[config.mk]
export PLATFORM = sky130hd
export DESIGN_NAME = seg7_result_driver_flat
export DESIGN_NICKNAME = d
export VERILOG_FILES = /design/src/rtl/seg7_result_driver_if.sv /design/src/rtl/seg7_result_driver.sv /design/src/flat_wrapper.sv
export SDC_FILE = /design/constraint.sdc
export NUM_CORES = 1
export LEC_CHECK = 0
export CAP_MARGIN = 20
export CORE_MARGIN = 2
export CORE_UTILIZATION = 60
export DETAILED_ROUTE_END_ITERATION = 6
export GPL_TIMING_DRIVEN = 0
export PLACE_DENSITY = 0.81
export RECOVER_POWER = 50
export SLEW_MARGIN = 5
export SYNTH_ARGS = -nofsm -noshare
export SYNTH_HDL_FRONTEND = slang
export SYNTH_SLANG_ARGS = --single-unit
export TNS_END_PERCENT = 100
[constraint.sdc]
create_clock -name clk -period 5.1 [get_ports clk]
set_clock_uncertainty 0.2 [all_clocks]
set_input_delay 1.02 -clock clk [delete_from_list [all_inputs] [get_ports clk]]
set_output_delay 1.02 -clock clk [all_outputs]
set_load 0.1 [all_outputs]
[src/rtl/seg7_result_driver_if.sv]
// Signal bundle between the inference/argmax stage and the 7-segment pin driver.
// The master side drives start/done/class_idx. The slave side drives the display pins.
interface seg7_result_driver_if #(
    parameter int CLASS_W = 4
) ();
    logic               start;
    logic               done;
    logic [CLASS_W-1:0] class_idx;
    logic               CA, CB, CC, CD, CE, CF, CG;
    logic [3:0]         AN;
    logic               busy;

    modport master (
        output start, done, class_idx,
        input  CA, CB, CC, CD, CE, CF, CG, AN, busy
    );

    modport slave (
        input  start, done, class_idx,
        output CA, CB, CC, CD, CE, CF, CG, AN, busy
    );
endinterface

[src/rtl/seg7_result_driver.sv]
// Tracks one inference (start -> done), latches the predicted class and
// scans it onto a 4-digit common-anode display: blank / dashes / class digit.
//
// state    | meaning
// ---------+-------------------------------------------------
// ST_BLANK | after reset, nothing shown yet
// ST_BUSY  | inference running, dashes on every digit
// ST_SHOW  | result latched, class on digit 0, others blank
module seg7_result_driver #(
    parameter int REFRESH_DIV = 100000,
    parameter int CLASS_W     = 4
) (
    input logic                 clk,
    input logic                 rst,
    seg7_result_driver_if.slave bus
);
    localparam int PW = (REFRESH_DIV > 1) ? $clog2(REFRESH_DIV) : 1;
    localparam logic [PW-1:0] PRESC_MAX = PW'(REFRESH_DIV - 1);

    localparam logic [6:0] SEG_BLANK = 7'b1111111;
    localparam logic [6:0] SEG_DASH  = 7'b1111110;
    localparam logic [6:0] SEG_E     = 7'b0110000;

    typedef enum logic [1:0] {ST_BLANK, ST_BUSY, ST_SHOW} state_t;

    state_t             state_q, state_d;
    logic               start_q, done_q;
    logic               start_rise, done_rise;
    logic [CLASS_W-1:0] class_q, class_d;
    logic [PW-1:0]      presc_q, presc_d;
    logic [1:0]         scan_q, scan_d;
    logic [6:0]         seg_q, seg_d;
    logic [3:0]         an_q, an_d;
    logic               busy_q, busy_d;
    logic               wrap;

    function automatic logic [6:0] encode(input logic [CLASS_W-1:0] c);
        logic [6:0] s;
        case (int'(c))
            0:       s = 7'b0000001;
            1:       s = 7'b1001111;
            2:       s = 7'b0010010;
            3:       s = 7'b0000110;
            4:       s = 7'b1001100;
            5:       s = 7'b0100100;
            6:       s = 7'b0100000;
            7:       s = 7'b0001111;
            8:       s = 7'b0000000;
            9:       s = 7'b0000100;
            default: s = SEG_E;
        endcase
        return s;
    endfunction

    assign start_rise = bus.start & ~start_q;
    assign done_rise  = bus.done  & ~done_q;

    // Prescaler/scan: AN is registered from the pre-wrap scan index, so it
    // moves one cycle after the wrap.
    assign wrap    = (presc_q == PRESC_MAX);
    assign presc_d = wrap ? '0 : presc_q + 1'b1;
    assign scan_d  = wrap ? scan_q + 2'd1 : scan_q;
    assign an_d    = ~(4'b0001 << scan_q);

    always_ff @(posedge clk) begin
        if (rst) begin
            state_q <= ST_BLANK;
            start_q <= 1'b0;
            done_q  <= 1'b0;
            class_q <= '0;
            presc_q <= '0;
            scan_q  <= 2'd0;
            seg_q   <= SEG_BLANK;
            an_q    <= 4'b1111;
            busy_q  <= 1'b0;
        end else begin
            state_q <= state_d;
            start_q <= bus.start;
            done_q  <= bus.done;
            class_q <= class_d;
            presc_q <= presc_d;
            scan_q  <= scan_d;
            seg_q   <= seg_d;
            an_q    <= an_d;
            busy_q  <= busy_d;
        end
    end

    // A start rise wins over a simultaneous done rise unless already busy.
    always_comb begin
        state_d = state_q;
        class_d = class_q;
        unique case (state_q)
            ST_BLANK: if (start_rise) state_d = ST_BUSY;
            ST_BUSY: begin
                if (done_rise) begin
                    state_d = ST_SHOW;
                    class_d = bus.class_idx;
                end
            end
            ST_SHOW:  if (start_rise) state_d = ST_BUSY;
            default:  state_d = ST_BLANK;
        endcase
    end

    always_comb begin
        seg_d  = SEG_BLANK;
        busy_d = (state_d == ST_BUSY);
        unique case (state_q)
            ST_BUSY:  seg_d = SEG_DASH;
            ST_SHOW:  seg_d = (scan_q == 2'd0) ? encode(class_q) : SEG_BLANK;
            default:  seg_d = SEG_BLANK;
        endcase
    end

    assign {bus.CA, bus.CB, bus.CC, bus.CD, bus.CE, bus.CF, bus.CG} = seg_q;
    assign bus.AN   = an_q;
    assign bus.busy = busy_q;
endmodule

[src/flat_wrapper.sv]
// flat-port wrapper written by rule: the top's interface ports become plain ports
module seg7_result_driver_flat 
#(
    parameter int REFRESH_DIV = 100000,
    parameter int CLASS_W     = 4
)
  (clk, rst, bus_start, bus_done, bus_class_idx, bus_CA, bus_CB, bus_CC, bus_CD, bus_CE, bus_CF, bus_CG, bus_AN, bus_busy);
  seg7_result_driver_if #(.CLASS_W(CLASS_W)) bus_i ();
  input logic clk;
  input logic rst;
  input wire logic [$bits(bus_i.start)-1:0] bus_start;
  input wire logic [$bits(bus_i.done)-1:0] bus_done;
  input wire logic [$bits(bus_i.class_idx)-1:0] bus_class_idx;
  output wire logic [$bits(bus_i.CA)-1:0] bus_CA;
  output wire logic [$bits(bus_i.CB)-1:0] bus_CB;
  output wire logic [$bits(bus_i.CC)-1:0] bus_CC;
  output wire logic [$bits(bus_i.CD)-1:0] bus_CD;
  output wire logic [$bits(bus_i.CE)-1:0] bus_CE;
  output wire logic [$bits(bus_i.CF)-1:0] bus_CF;
  output wire logic [$bits(bus_i.CG)-1:0] bus_CG;
  output wire logic [$bits(bus_i.AN)-1:0] bus_AN;
  output wire logic [$bits(bus_i.busy)-1:0] bus_busy;
  assign bus_i.start = bus_start;
  assign bus_i.done = bus_done;
  assign bus_i.class_idx = bus_class_idx;
  assign bus_CA = bus_i.CA;
  assign bus_CB = bus_i.CB;
  assign bus_CC = bus_i.CC;
  assign bus_CD = bus_i.CD;
  assign bus_CE = bus_i.CE;
  assign bus_CF = bus_i.CF;
  assign bus_CG = bus_i.CG;
  assign bus_AN = bus_i.AN;
  assign bus_busy = bus_i.busy;
  seg7_result_driver #(.REFRESH_DIV(REFRESH_DIV), .CLASS_W(CLASS_W)) u_core (.clk(clk), .rst(rst), .bus(bus_i));
endmodule
Yosys cells after proc, flatten, opt, wreduce, memory -nomap -nowiden
Memory sizes are Yosys's and may differ from the RTL's. A register that Yosys moved wholly into a read port is not among the register bits.
Cells that the tools add are included.
W data, S select, Z words.

word-level totals
  memories kept = 1
  word-level logic and storage cells = 34
  memory bits (read-only) = 112
  bits of input ports = 8
  bits in registers = 39
  output and inout port bits = 12

memory list
  memory            words  bits a word  read ports  clocked after memory_dff  wr ports  RTL line                  RTL
  (name not given)  16     7            1           1                         0         seg7_result_driver.sv:39  case (int'(c))

cells by class
  shift operators = 1
  $add $sub $neg = 2
  mux-type cells = 7
  equal/unequal tests = 4
  reduce and logical (&&, ||, !) cells = 5
  bitwise logic cells = 5

operators by type and width
  cell                     count
  $add A17 B1 Y17 const B  1
  $eq A17 B17 Y1 const B   1
  $pmux W7 S2              1
  $mux W4                  2
  $mux W7                  1
  $eq A2 B1 Y1 const B     2
  $logic_not A2 Y1         2
  $mux W2                  2
  $not A4 Y4               1
  $pmux W2 S2              1
  $reduce_or A2 Y1         2
  $shl A1 B2 Y4 const A    1
  $add A2 B1 Y2 const B    1
  $and A1 B1 Y1            2
  $eq A2 B2 Y1 const B     1
  $not A1 Y1               2
  $reduce_and A2 Y1        1

Depth between registers and ports, before layout
  depth after elaboration = 5
  mapped depth = 11
  depth with buffers taken out = 10

Worst setup path after synthesis
Ideal clock, no wire load.

  kind = input to register
  start point = input bus_done
  end point = register (tool-made name)
  setup time = 0.070 ns
  slack = 2.510 ns
  path buffers = 1
  data arrival time = 2.320 ns
  data required time = 4.830 ns
  cell stages on the path = 8
  cell sequence = and3b_1 -> buf_6 -> mux2i_1 -> inv_1 -> ha_1 -> inv_1 -> nand2_1 -> a21oi_1

RTL lines
  what         RTL line            RTL
  from (decl)  flat_wrapper.sv:12  input wire logic [$bits(bus_i.done)-1:0] bus_done;

==> impl_metrics.env <==
export IMPL_hold_slack_ns=0.266
export IMPL_setup_tns_ns=0
export IMPL_dpl_cell_area_mm2=0.00232
export IMPL_floorplan_initialDensity_pct=62.1
export IMPL_finalMaxSlewViolations=0
export IMPL_avgViaCountPerCell=5.31
export IMPL_leakage_nw=0.905
export IMPL_nets=267
export IMPL_yosys_area_top_type_share_pct=44.4
export IMPL_clk_latency_ns=0.36
export IMPL_syn_num_nets=241
export IMPL_synth_most_common_cell="dfxtp_1"
export IMPL_dr_pass1_iters=4
export IMPL_antenna_found_initial=0
export IMPL_drt_iter0_drc=38
export IMPL_cts_buffer_depth=2
export IMPL_outcome="completed"
export IMPL_final_cell_area_mm2=0.00236
export IMPL_synthArstFlopShare_pct=0
export IMPL_critPathMaxFanout=9
export IMPL_ys_seq_elements=46
export IMPL_io_buffer_count=19
export IMPL_cts_resized=0
export IMPL_fmax_mhz=302
export IMPL_grt_setup_unrepaired="false"
export IMPL_maxCapViolations=0
export IMPL_synthTopCellsByArea="dfxtp_1 44%, ha_1 8.4%, nor2_1 4.0%"
export IMPL_seq_area_frac_synth_pct=44.4
export IMPL_required_ns=5.19
export IMPL_min_path_cells=2
export IMPL_min_period_ns=3.31
export IMPL_critPathArrivalTime_ns=3.41
export IMPL_ios=20
export IMPL_timing_final_setup_violations=0
export IMPL_placedCellCount=284
export IMPL_crit_path_end_kind="register"
export IMPL_cts_buffers_inserted=5
export IMPL_dp_hpwl_um=2600
export IMPL_first_global_vias=1435
export IMPL_r2r_setup_slack_ns=2.29
export IMPL_core_area_mm2=0.00334
export IMPL_synth_main_ff_cell="dfxtp_1"
export IMPL_synth_edff_count=0
export IMPL_synth_area_mm2=0.00207
export IMPL_drive_above_1_share_pct=6.94
export IMPL_regArea_um2=921
export IMPL_critical_path_startpoint_type="primary input"
export IMPL_gp_congestion=0.822
export IMPL_cellPowerDensity_mw_per_mm2=302
export IMPL_dieArea_mm2=0.00394
export IMPL_avgSynthCellArea_um2=9.47
export IMPL_areaGrowthSynthToFinish_pct=13.8
export IMPL_yosys_area_top_type="dfxtp_1"
export IMPL_hold_class="reg2reg"
export IMPL_finalNonFillerCells=291
export IMPL_wl_um=3610
export IMPL_irDropWorstVdd_mv=0.183
export IMPL_diodes=0
export IMPL_cts_tree="done"
export IMPL_cts_setup_buffers=0
export IMPL_synthTopCellsByCount="46 x dfxtp_1, 22 x nor2_1, 14 x ha_1, 12 x nand2_1"
export IMPL_vias=1544
export IMPL_path_clk_slew_ns=0.12
export IMPL_fillCellCount=290
export IMPL_htree_levels=2
export IMPL_synth_cells=219
export IMPL_grt_overflow=0
export IMPL_wl_per_cell_um=12.4
export IMPL_multi_input_area_mm2=0.00103
export IMPL_ys_warnings_count=0
export IMPL_grt_max_degree=14
export IMPL_worst_setup_path_type="in2reg"
export IMPL_die_w_um=62.8
export IMPL_fp_row_count=21
export IMPL_worst_pin_slew_ns=0.984
export IMPL_cts_root_buffer="clkbuf_4"
export IMPL_ff2ff_path_depth=10
export IMPL_power_total_uw=712
export IMPL_cts_sinks=46
export IMPL_grt_pass1_wl_um=6290
export IMPL_die_h_um=62.8
export IMPL_worst_r2r_startpoint="u_core.state_q[1]$_SDFF_PP0_"
export IMPL_track_usage_pct=20.3
export IMPL_whs_endpoint="u_core.seg_q[4]$_SDFF_PP1_"
export IMPL_synth_distinct_cells=43
export IMPL_post_route_period_util_pct=65.0
export IMPL_hold_violations=0
export IMPL_ant_nets=0
export IMPL_ctsHoldBuffers=0
export IMPL_drc=0
export IMPL_relSlewSlack_pct=34.2
[per-stage QoR]
step,util [%],setup WS [ns]
final,70.7,1.79
after global routing,70.7,1.57
after CTS,72.0,1.99
after detailed placement,69.6,1.65
after global placement,69.6,1.70
after floorplan,-,2.51
[per-layer routing]
| metal | wire length [um] | track usage (%) |
|---|---|---|
| met2 | 1680 | 33.6 |
| met1 | 1740 | 25.4 |
| met3 | 146 | 4.86 |
| met5 | 0 | 0 |
| met4 | 47 | 8.06 |
[worst max-delay path, cell delays in order]
cell and delay [ns]:
dlygate4sd3_1 0.56, and3b_1 0.17, clkbuf_1 0.42, mux2i_1 0.51
inv_1 0.15, ha_1 0.29, inv_1 0.08, nand2_1 0.06
a21oi_1 0.14
[cell type report]
cell class	count	area share (%)
buffer	9	1.75
timing repair buffer	19	8.06
inverter	10	1.59
clock inverter	1	1.27
sequential	46	39.0
multi-input combinational	154	43.7
tap	46	2.44
clock buffer	6	2.17
[placed cells by master, fill, tap and decap left out, drive strengths merged, types with 2 or more instances in the layout]
cell type      netlist  routed
buf                  6       4
inv                 10      10
and4                 2       2
xor2                 9       9
nor3                 4       4
clkbuf               3      11
xnor2                6       6
nand2               13      13
ha                  14      14
o21bai               2       2
o21ai               12      12
nand4                9       9
clkdlybuf4s50        0      17
a21oi                8       8
nand2b              10      10
dfxtp               46      46
nand3               11      11
mux2i                6       6
and3                 4       4
nor2b                5       5
nor4b                2       2
nor2                22      22
nor4                 4       4
dlygate4sd3          0       2
[worst max-delay path by stage]
| stage | from | end | slack (ns) | depth (start not counted) |
|---|---|---|---|---|
| floorplan | bus_done | register | 2.51 | 8 |
| global placement | rst | register | 1.70 | 9 |
| detailed placement | rst | register | 1.65 | 9 |
| CTS | rst | register | 1.99 | 9 |
| global route | bus_done | register | 1.57 | 8 |
| finish | bus_done | register | 1.79 | 9 |
[report_power, final]
group	internal (mW)	switching, mW	total [mW]
registers	0.374	0.00682	0.381
clock network	0.114	0.112	0.226
logic	0.0325	0.0727	0.105
total	0.521	0.191	0.712
[kinds of logic (layout without fill, tap and decap cells)]
kind of cell,after synthesis,in the layout,share of synthesized area [%]
AOI/OAI and AO/OA,27,27,8.21
muxes,6,6,3.68
and+or+nand+nor,92,92,24.4
xor gates and xnor gates,15,15,6.34
DFF,46,46,44.4
buffers and inverters,19,45,4.53
adders and majority gates,14,14,8.45
Power figures use the tool's default switching activity.
